==> config.mk <==
export PLATFORM = sky130hd
export DESIGN_NAME = uart_rx
export DESIGN_NICKNAME = d
export VERILOG_FILES = /design/src/rtl/uart_pkg.sv /design/src/rtl/uart_rx_sync2.sv /design/src/rtl/uart_rx.sv
export SDC_FILE = /design/constraint.sdc
export NUM_CORES = 1
export LEC_CHECK = 0
export CORE_MARGIN = 1
export CORE_UTILIZATION = 28
export CTS_CLUSTER_DIAMETER = 100
export DETAILED_ROUTE_END_ITERATION = 6
export SKIP_CTS_REPAIR_TIMING = 1
export SYNTH_ARGS = -nofsm -noshare
export SYNTH_HDL_FRONTEND = slang
export SYNTH_SLANG_ARGS = --single-unit
==> constraint.sdc <==
create_clock -name clk -period 4.83 [get_ports clk]
set_input_delay 0.966 -clock clk [delete_from_list [all_inputs] [get_ports clk]]
set_output_delay 0.966 -clock clk [all_outputs]
set_load 0.005 [all_outputs]
==> src/rtl/uart_pkg.sv <==
`default_nettype none
// ============================================================================
//  Module  : uart_pkg
//  Brief   : Shared UART types, defaults and the even-parity helper used by
//            both the transmitter and the receiver.
//  Rev     : 1.0  initial release
// ============================================================================
package uart_pkg;

    // Default number of sample ticks per bit period.
    localparam int OVERSAMPLE_DEFAULT = 16;

    // Receiver frame-tracking states.
    typedef enum logic [2:0] {
        IDLE       = 3'd0,
        START      = 3'd1,
        DATA       = 3'd2,
        PARITY     = 3'd3,
        STOP       = 3'd4,
        BREAK_WAIT = 3'd5
    } uart_state_t;

    // Even-parity bit for a data word. Zero-extension of narrower words
    // does not change the result, so one 32-bit form serves any width.
    function automatic logic even_parity(input logic [31:0] data);
        return ^data;
    endfunction

endpackage
`default_nettype wire

==> src/rtl/uart_rx_sync2.sv <==
`default_nettype none
// ============================================================================
//  Module  : sync2
//  Brief   : Two-flop synchronizer for a single asynchronous input, with a
//            configurable reset value (defaults to 1 for idle-high lines).
//  Rev     : 1.0  initial release
// ============================================================================
module sync2 #(
    parameter logic RESET_VAL = 1'b1
) (
    input  logic clk,
    input  logic reset,
    input  logic i_d,
    output logic o_q
);

    logic r_meta;
    logic r_sync;

    // Two-stage capture of the asynchronous input.
    always_ff @(posedge clk or posedge reset) begin
        if (reset) begin
            r_meta <= RESET_VAL;
            r_sync <= RESET_VAL;
        end else begin
            r_meta <= i_d;
            r_sync <= r_meta;
        end
    end

    assign o_q = r_sync;

endmodule
`default_nettype wire

==> src/rtl/uart_rx.sv <==
`default_nettype none
// ============================================================================
//  Module  : uart_rx
//  Brief   : Oversampling UART receiver. Detects and confirms start bits,
//            shifts data in LSB first, optionally checks even parity, and
//            reports each frame with a one-cycle valid pulse and error flags.
//  Rev     : 1.0  initial release
// ============================================================================
module uart_rx
    import uart_pkg::*;
#(
    parameter int OVERSAMPLE = OVERSAMPLE_DEFAULT,
    parameter int DATA_BITS  = 8
) (
    input  logic                 clk,
    input  logic                 reset,
    input  logic                 sample_tick,
    input  logic                 rx_pin,
    input  logic                 parity_enable,
    output logic [DATA_BITS-1:0] rx_data,
    output logic                 rx_valid,
    output logic                 rx_busy,
    output logic                 parity_error,
    output logic                 framing_error
);

    localparam int TICK_W = $clog2(OVERSAMPLE);
    localparam int BIT_W  = $clog2(DATA_BITS + 1);

    // Start bit is re-checked half a bit after detection; every later bit
    // is sampled one full bit period after the previous sample.
    localparam logic [TICK_W-1:0] c_TICK_MID  = TICK_W'(OVERSAMPLE / 2 - 1);
    localparam logic [TICK_W-1:0] c_TICK_LAST = TICK_W'(OVERSAMPLE - 1);
    localparam logic [BIT_W-1:0]  c_BIT_LAST  = BIT_W'(DATA_BITS - 1);

    uart_state_t            r_state;
    uart_state_t            w_state_next;
    logic [TICK_W-1:0]      r_tick_cnt;
    logic [BIT_W-1:0]       r_bit_cnt;
    logic [DATA_BITS-1:0]   r_shift;
    logic [DATA_BITS-1:0]   r_rx_data;
    logic                   r_par_en;
    logic                   r_par_bit;
    logic                   r_rx_valid;
    logic                   r_par_err;
    logic                   r_frm_err;
    logic                   w_rx_s;

    logic                   w_tick_clr;
    logic                   w_tick_inc;
    logic                   w_bit_inc;
    logic                   w_shift_en;
    logic                   w_par_cap;
    logic                   w_confirm;
    logic                   w_frame_done;

    sync2 #(
        .RESET_VAL (1'b1)
    ) u_sync (
        .clk   (clk),
        .reset (reset),
        .i_d   (rx_pin),
        .o_q   (w_rx_s)
    );

    // Frame state register.
    always_ff @(posedge clk or posedge reset) begin
        if (reset) begin
            r_state <= IDLE;
        end else begin
            r_state <= w_state_next;
        end
    end

    // Next-state decode and per-cycle datapath strobes.
    always_comb begin
        w_state_next = r_state;
        w_tick_clr   = 1'b0;
        w_tick_inc   = 1'b0;
        w_bit_inc    = 1'b0;
        w_shift_en   = 1'b0;
        w_par_cap    = 1'b0;
        w_confirm    = 1'b0;
        w_frame_done = 1'b0;
        case (r_state)
            IDLE: begin
                if (sample_tick && !w_rx_s) begin
                    w_state_next = START;
                    w_tick_clr   = 1'b1;
                end
            end
            START: begin
                if (sample_tick) begin
                    if (r_tick_cnt == c_TICK_MID) begin
                        if (w_rx_s) begin
                            w_state_next = IDLE;
                        end else begin
                            w_state_next = DATA;
                            w_tick_clr   = 1'b1;
                            w_confirm    = 1'b1;
                        end
                    end else begin
                        w_tick_inc = 1'b1;
                    end
                end
            end
            DATA: begin
                if (sample_tick) begin
                    if (r_tick_cnt == c_TICK_LAST) begin
                        w_tick_clr = 1'b1;
                        w_shift_en = 1'b1;
                        w_bit_inc  = 1'b1;
                        if (r_bit_cnt == c_BIT_LAST) begin
                            w_state_next = r_par_en ? PARITY : STOP;
                        end
                    end else begin
                        w_tick_inc = 1'b1;
                    end
                end
            end
            PARITY: begin
                if (sample_tick) begin
                    if (r_tick_cnt == c_TICK_LAST) begin
                        w_tick_clr   = 1'b1;
                        w_par_cap    = 1'b1;
                        w_state_next = STOP;
                    end else begin
                        w_tick_inc = 1'b1;
                    end
                end
            end
            STOP: begin
                if (sample_tick) begin
                    if (r_tick_cnt == c_TICK_LAST) begin
                        w_tick_clr   = 1'b1;
                        w_frame_done = 1'b1;
                        w_state_next = w_rx_s ? IDLE : BREAK_WAIT;
                    end else begin
                        w_tick_inc = 1'b1;
                    end
                end
            end
            BREAK_WAIT: begin
                // A held-low line produces one frame; wait for it to release.
                if (w_rx_s) begin
                    w_state_next = IDLE;
                end
            end
            default: begin
                w_state_next = IDLE;
            end
        endcase
    end

    // Counters, shift register, parity capture and frame result registers.
    always_ff @(posedge clk or posedge reset) begin
        if (reset) begin
            r_tick_cnt <= '0;
            r_bit_cnt  <= '0;
            r_shift    <= '0;
            r_par_en   <= 1'b0;
            r_par_bit  <= 1'b0;
            r_rx_data  <= '0;
            r_rx_valid <= 1'b0;
            r_par_err  <= 1'b0;
            r_frm_err  <= 1'b0;
        end else begin
            r_rx_valid <= w_frame_done;

            if (w_tick_clr) begin
                r_tick_cnt <= '0;
            end else if (w_tick_inc) begin
                r_tick_cnt <= r_tick_cnt + 1'b1;
            end

            // parity_enable is captured once per frame at start confirm.
            if (w_confirm) begin
                r_bit_cnt <= '0;
                r_par_en  <= parity_enable;
            end else if (w_bit_inc) begin
                r_bit_cnt <= r_bit_cnt + 1'b1;
            end

            // LSB arrives first, so shift in at the top and move right.
            if (w_shift_en) begin
                r_shift <= {w_rx_s, r_shift[DATA_BITS-1:1]};
            end

            if (w_par_cap) begin
                r_par_bit <= w_rx_s;
            end

            if (w_frame_done) begin
                r_rx_data <= r_shift;
                r_par_err <= r_par_en & (even_parity(32'(r_shift)) ^ r_par_bit);
                r_frm_err <= ~w_rx_s;
            end
        end
    end

    assign rx_data       = r_rx_data;
    assign rx_valid      = r_rx_valid;
    assign parity_error  = r_par_err;
    assign framing_error = r_frm_err;
    // Busy covers the valid cycle so it drops one clock after the pulse.
    assign rx_busy       = (r_state != IDLE) || r_rx_valid;

endmodule
`default_nettype wire

# == Yosys cells after proc, flatten, opt, wreduce, memory -nomap -nowiden ==
# Cells that the tools add are included.
# totals
register_bits,34
out_inout_bits,12
word_cells,81
# op_classes
addsub,2
n_eq_ne,19
muxes,35
bitwise,3
n_reduce_logical,10
# op_table
op,count
$mux W3,13
$reduce_xor A32 Y1,1
$ne A2 B2 Y1 const B,10
$pmux W3 S6,1
$mux W4,4
$mux W1,14
$reduce_and A11 Y1,1
$add A4 B1 Y4 const B,2
$eq A4 B3 Y1 const B,2
$eq A3 B2 Y1 const B,2
$eq A3 B3 Y1 const B,2
$eq A4 B4 Y1 const B,1
$reduce_bool A2 Y1,2
$eq A3 B1 Y1 const B,1
$logic_not A3 Y1,1
$pmux W1 S3,1
$reduce_bool A3 Y1,1
$reduce_or A3 Y1,1
$mux W2,1
$ne A2 B1 Y1 const B,1
$pmux W1 S2,1
$and A1 B1 Y1,1
$logic_and A1 B1 Y1,1
$logic_not A1 Y1,1
other kinds (3),3

# == Longest topological paths before layout ==
# depth
depth_word,6
mapped_depth,7

# == Modules after synthesis ==
# Synthesis repeated with hierarchy kept, for this count alone.
# unflattened
hier_cells,163
area_unflattened_um2,1833.0
# by_module_without_submodules
mod,instances,cells_each,area_each_um2
uart_rx,1,160,1776.7
sync2,1,3,56.3

# == Worst setup path after synthesis ==
# No wires, ideal clock.
# synth_path
kind,input-to-reg
startpoint,input port sample_tick
endpoint,register r_shift[0]
setup_time_ns,0.127
arrival_time_ns,2.040
slack_ns,2.662
stages,4
cell_sequence,buf_6 -> nand4_1 -> nor3_4 -> mux2_1
# synth_via
elab_chain_cells,2
# synth_rtl
item,line_no,rtl
start: declaration,uart_rx.sv:17,"input logic sample_tick,"
$mux W1,n/a,
$mux W1,uart_rx.sv:85,case (r_state)
end signal: assignment,uart_rx.sv:186,"r_shift <= {w_rx_s, r_shift[DATA_BITS-1:1]};"
end: declaration,uart_rx.sv:40,logic [DATA_BITS-1:0] r_shift;
# Every way passes these cells.
# A chain may end at the register's enable or synchronous reset.

# == Worst setup path in the final report ==
# layout_path
startpoint,register r_state[2]
endpoint,output port rx_busy
# layout_via
elab_chain_cells,2
# layout_rtl
item,line_no,rtl
start: declaration,uart_rx.sv:36,uart_state_t r_state;
start signal: assignment,uart_rx.sv:71,r_state <= w_state_next;
$reduce_bool A3 Y1,uart_rx.sv:206,assign rx_busy = (r_state != IDLE) || r_rx_valid;
$logic_or A1 B1 Y1,uart_rx.sv:206,
end: declaration,uart_rx.sv:22,"output logic rx_busy,"
# Every way passes these cells.

==> impl_metrics.ini <==
[status]
status = complete, no violations

[logic_synthesis]
ys.flop_type = dfrtp_1
synthCells = 158
syn_area_sq_mm = 0.00185
synth_seq_cells = 34
seq_area_frac_synth = 0.462
synth_fp_nets = 165
avgSynthCellArea_sq_um = 11.7
yosysUniqueCellTypes = 47
yosys_warnings = 0
async_reset_ff_frac = 1.00
synth_edf_count = 0

[final_layout]
fin_area_sq_mm = 0.00213
diodes = 0
nets = 180
syn_to_final_growth_pct = 15.7
final_cells = 251
drive_gt1_frac = 0.0977
fill_cells = 642

[place]
io_buffers = 16
gp_congestion = 0.819
dp_hpwl_mm = 2.34
dpl_cell_area_sq_mm = 0.00204
dp.cells = 243

[timing]
finalMaxSlewViolations = 0
max_freq_mhz = 351
worst-slew-pin-transition_ps = 666
finClkSkew_ps = 5.31
finalSetupTns_ps = 0
setup_violations = 0
final_hold_viol_count = 0
period_share = 0.589
max_slew_margin = 0.554
grt_setup_unrepaired = no
final.min_clock_period_ps = 2850

[routing]
via_count = 1271
ant_nets = 0
drc = 0
avgRoutedWirePerCell_microns = 13.5
routed_wl_mm = 3.38
vias_per_cell = 5.06
drt-initial-drc-count = 55
dr.pass1.iters = 4

[worst_setup_path]
reg2reg_slack_ps = 2560
path_delay_family = simple AND/OR/NAND/NOR gates
crit_arrival_ps = 1880
criticalPathCategory = reg2out
start_kind = flip-flop
crit_chain = or4_1, clkdlybuf4s50_1
crit_buf_inv = 1
end_kind = output pin
max_stage_delay_ps = 580
slowest_stage = or4_1
critPathRequiredTime_ps = 3860
worstPathMaxFanout = 15

[floorplan]
die_y_microns = 83.2
die_x_microns = 83.2
fp.dieArea_sq_mm = 0.00692
coreArea_sq_mm = 0.00635
row_count = 29
io_pins = 17
initial_core_util = 0.291

[clock_network]
worstSkewPairLatency_ps = 280
cts.path.max_buffers = 2
root_buffer = clkbuf_8
h-tree-depth = 2
clock-sinks = 34
cts_buffers = 5
cts_tree = built
path_clk_slew_ps = 70

[worst_hold_path]
hold_path_class = reg2reg

[grt]
antenna_found_initial = 0
grt_pass1_wl_mm = 5.89
grt_max_degree = 35
grt.total_usage = 0.104
overflow = 0
first_global_vias = 1230

[power_and_ir_drop]
p_leak_nw = 0.930
powerDensity_mw_per_mm2 = 456
ir_drop_uv = 262

[flow_run]
cap_violations = 0
logic make-up after synthesis:
kind of cell / after synthesis / share of synthesized area
and+or+nand+nor: 46 / 0.172
AOI/OAI and AO/OA: 27 / 0.108
buffers and inverters: 16 / 0.0522
adders and majority gates: 2 / 0.0136
xor gates and xnor gates: 10 / 0.0549
muxes: 23 / 0.138
DFF: 34 / 0.462
power breakdown:
part | internal (W) | total (W) | leakage, nW | switching, W
clock | 0.000114 | 0.000216 | 0.0472 | 0.000102
sequential | 0.000329 | 0.000423 | 0.453 | 0.0000937
combinational | 0.000165 | 0.000335 | 0.429 | 0.000170
cell usage in the layout (no fill, tap or decap), types with 2 or more instances in the layout:
master and count:
dfrtp_1 32, mux2_1 19, clkdlybuf4s50_1 16, xnor2_1 9
nor2_1 8, inv_1 7, a21oi_1 6, clkbuf_8 6
nand3_1 5, mux2i_1 4, nand2_1 3, or4_1 3
a32oi_1 3, o211ai_1 3, and2_1 2, nand2b_1 2
nor4_1 2, o21ai_1 2, nor2b_1 2, nand3b_1 2
a221oi_1 2, o2bb2ai_1 2, o2111ai_1 2, o211a_1 2
nor3_1 2, nor4b_1 2, ha_1 2, dfstp_2 2
cell usage after synthesis, types with 2 or more instances:
library cell / count / area share
a21oi_1: 6 / 0.016
a221oi_1: 2 / 0.0095
a32oi_1: 3 / 0.014
and2_1: 2 / 0.0068
buf_2: 5 / 0.014
buf_6: 4 / 0.024
dfrtp_1: 32 / 0.43
dfstp_2: 2 / 0.028
ha_1: 2 / 0.014
inv_1: 7 / 0.014
mux2_1: 19 / 0.12
mux2i_1: 4 / 0.022
nand2_1: 3 / 0.0061
nand2b_1: 2 / 0.0068
nand3_1: 5 / 0.014
nand3b_1: 2 / 0.0081
nor2_1: 8 / 0.016
nor2b_1: 2 / 0.0068
nor3_1: 2 / 0.0054
nor4_1: 2 / 0.0068
nor4b_1: 2 / 0.0095
o2111ai_1: 2 / 0.0095
o211a_1: 2 / 0.011
o211ai_1: 3 / 0.012
o21ai_1: 2 / 0.0054
o2bb2ai_1: 2 / 0.0095
or4_1: 3 / 0.012
xnor2_1: 9 / 0.043
state kept, by name, indices dropped and copies added, names as in the netlist:
signal and flops:
r_par_en 1, rx_data 8, framing_error 1, u_sync.r_meta 1, r_bit_cnt 4, rx_valid 1, r_tick_cnt 4, r_shift 8
r_state 3, r_par_bit 1, u_sync.o_q 1, parity_error 1
stage by stage:
stage,utilization,power [W],worst slack (ps),hold WS (ps)
2_1_floorplan,-,0.000699,2660,345
3_3_place_gp,0.321,0.000759,1880,347
3_5_place_dp,0.321,0.000762,1870,348
4_1_cts,0.336,0.000985,1980,362
5_1_grt,0.336,0.00105,1890,366
6_report,0.336,0.000974,1980,360
worst register-to-register path: stages, from the launching register on:
cell,delay (ps)
dfrtp_1,420
ha_1,250
and2_1,380
nand3_1,580
mux2_1,520
final cells by class:
class	instances	area, sq um	share of cell area
well taps	77	96.3	0.0451
flip-flops and latches	34	853	0.400
inverters	7	26.3	0.0123
clock inverters	2	12.5	0.00586
clock buffers	6	82.6	0.0387
repair buffers	17	168	0.0785
multi-input cells	108	896	0.420
per-layer routing:
metal | GRT usage | share of wire
met4 | 0.0345 | 0.011
met3 | 0.0308 | 0.038
met5 | 0 | 0
met2 | 0.161 | 0.46
met1 | 0.139 | 0.49
path summary, 6_finish.rpt:
kind                                     from    endpoint  depth (start not counted)
worst max-delay path               r_state[2]     rx_busy                          2
worst min-delay path            u_sync.r_meta  u_sync.o_q                          0
worst max register to register  r_tick_cnt[0]  rx_data[3]                          4
worst min register to register  u_sync.r_meta  u_sync.o_q                          0
max in group asynchronous               reset  u_sync.o_q                          3
min in group asynchronous               reset  rx_data[1]                          3
No activity file was read; power rests on OpenSTA's default activity.
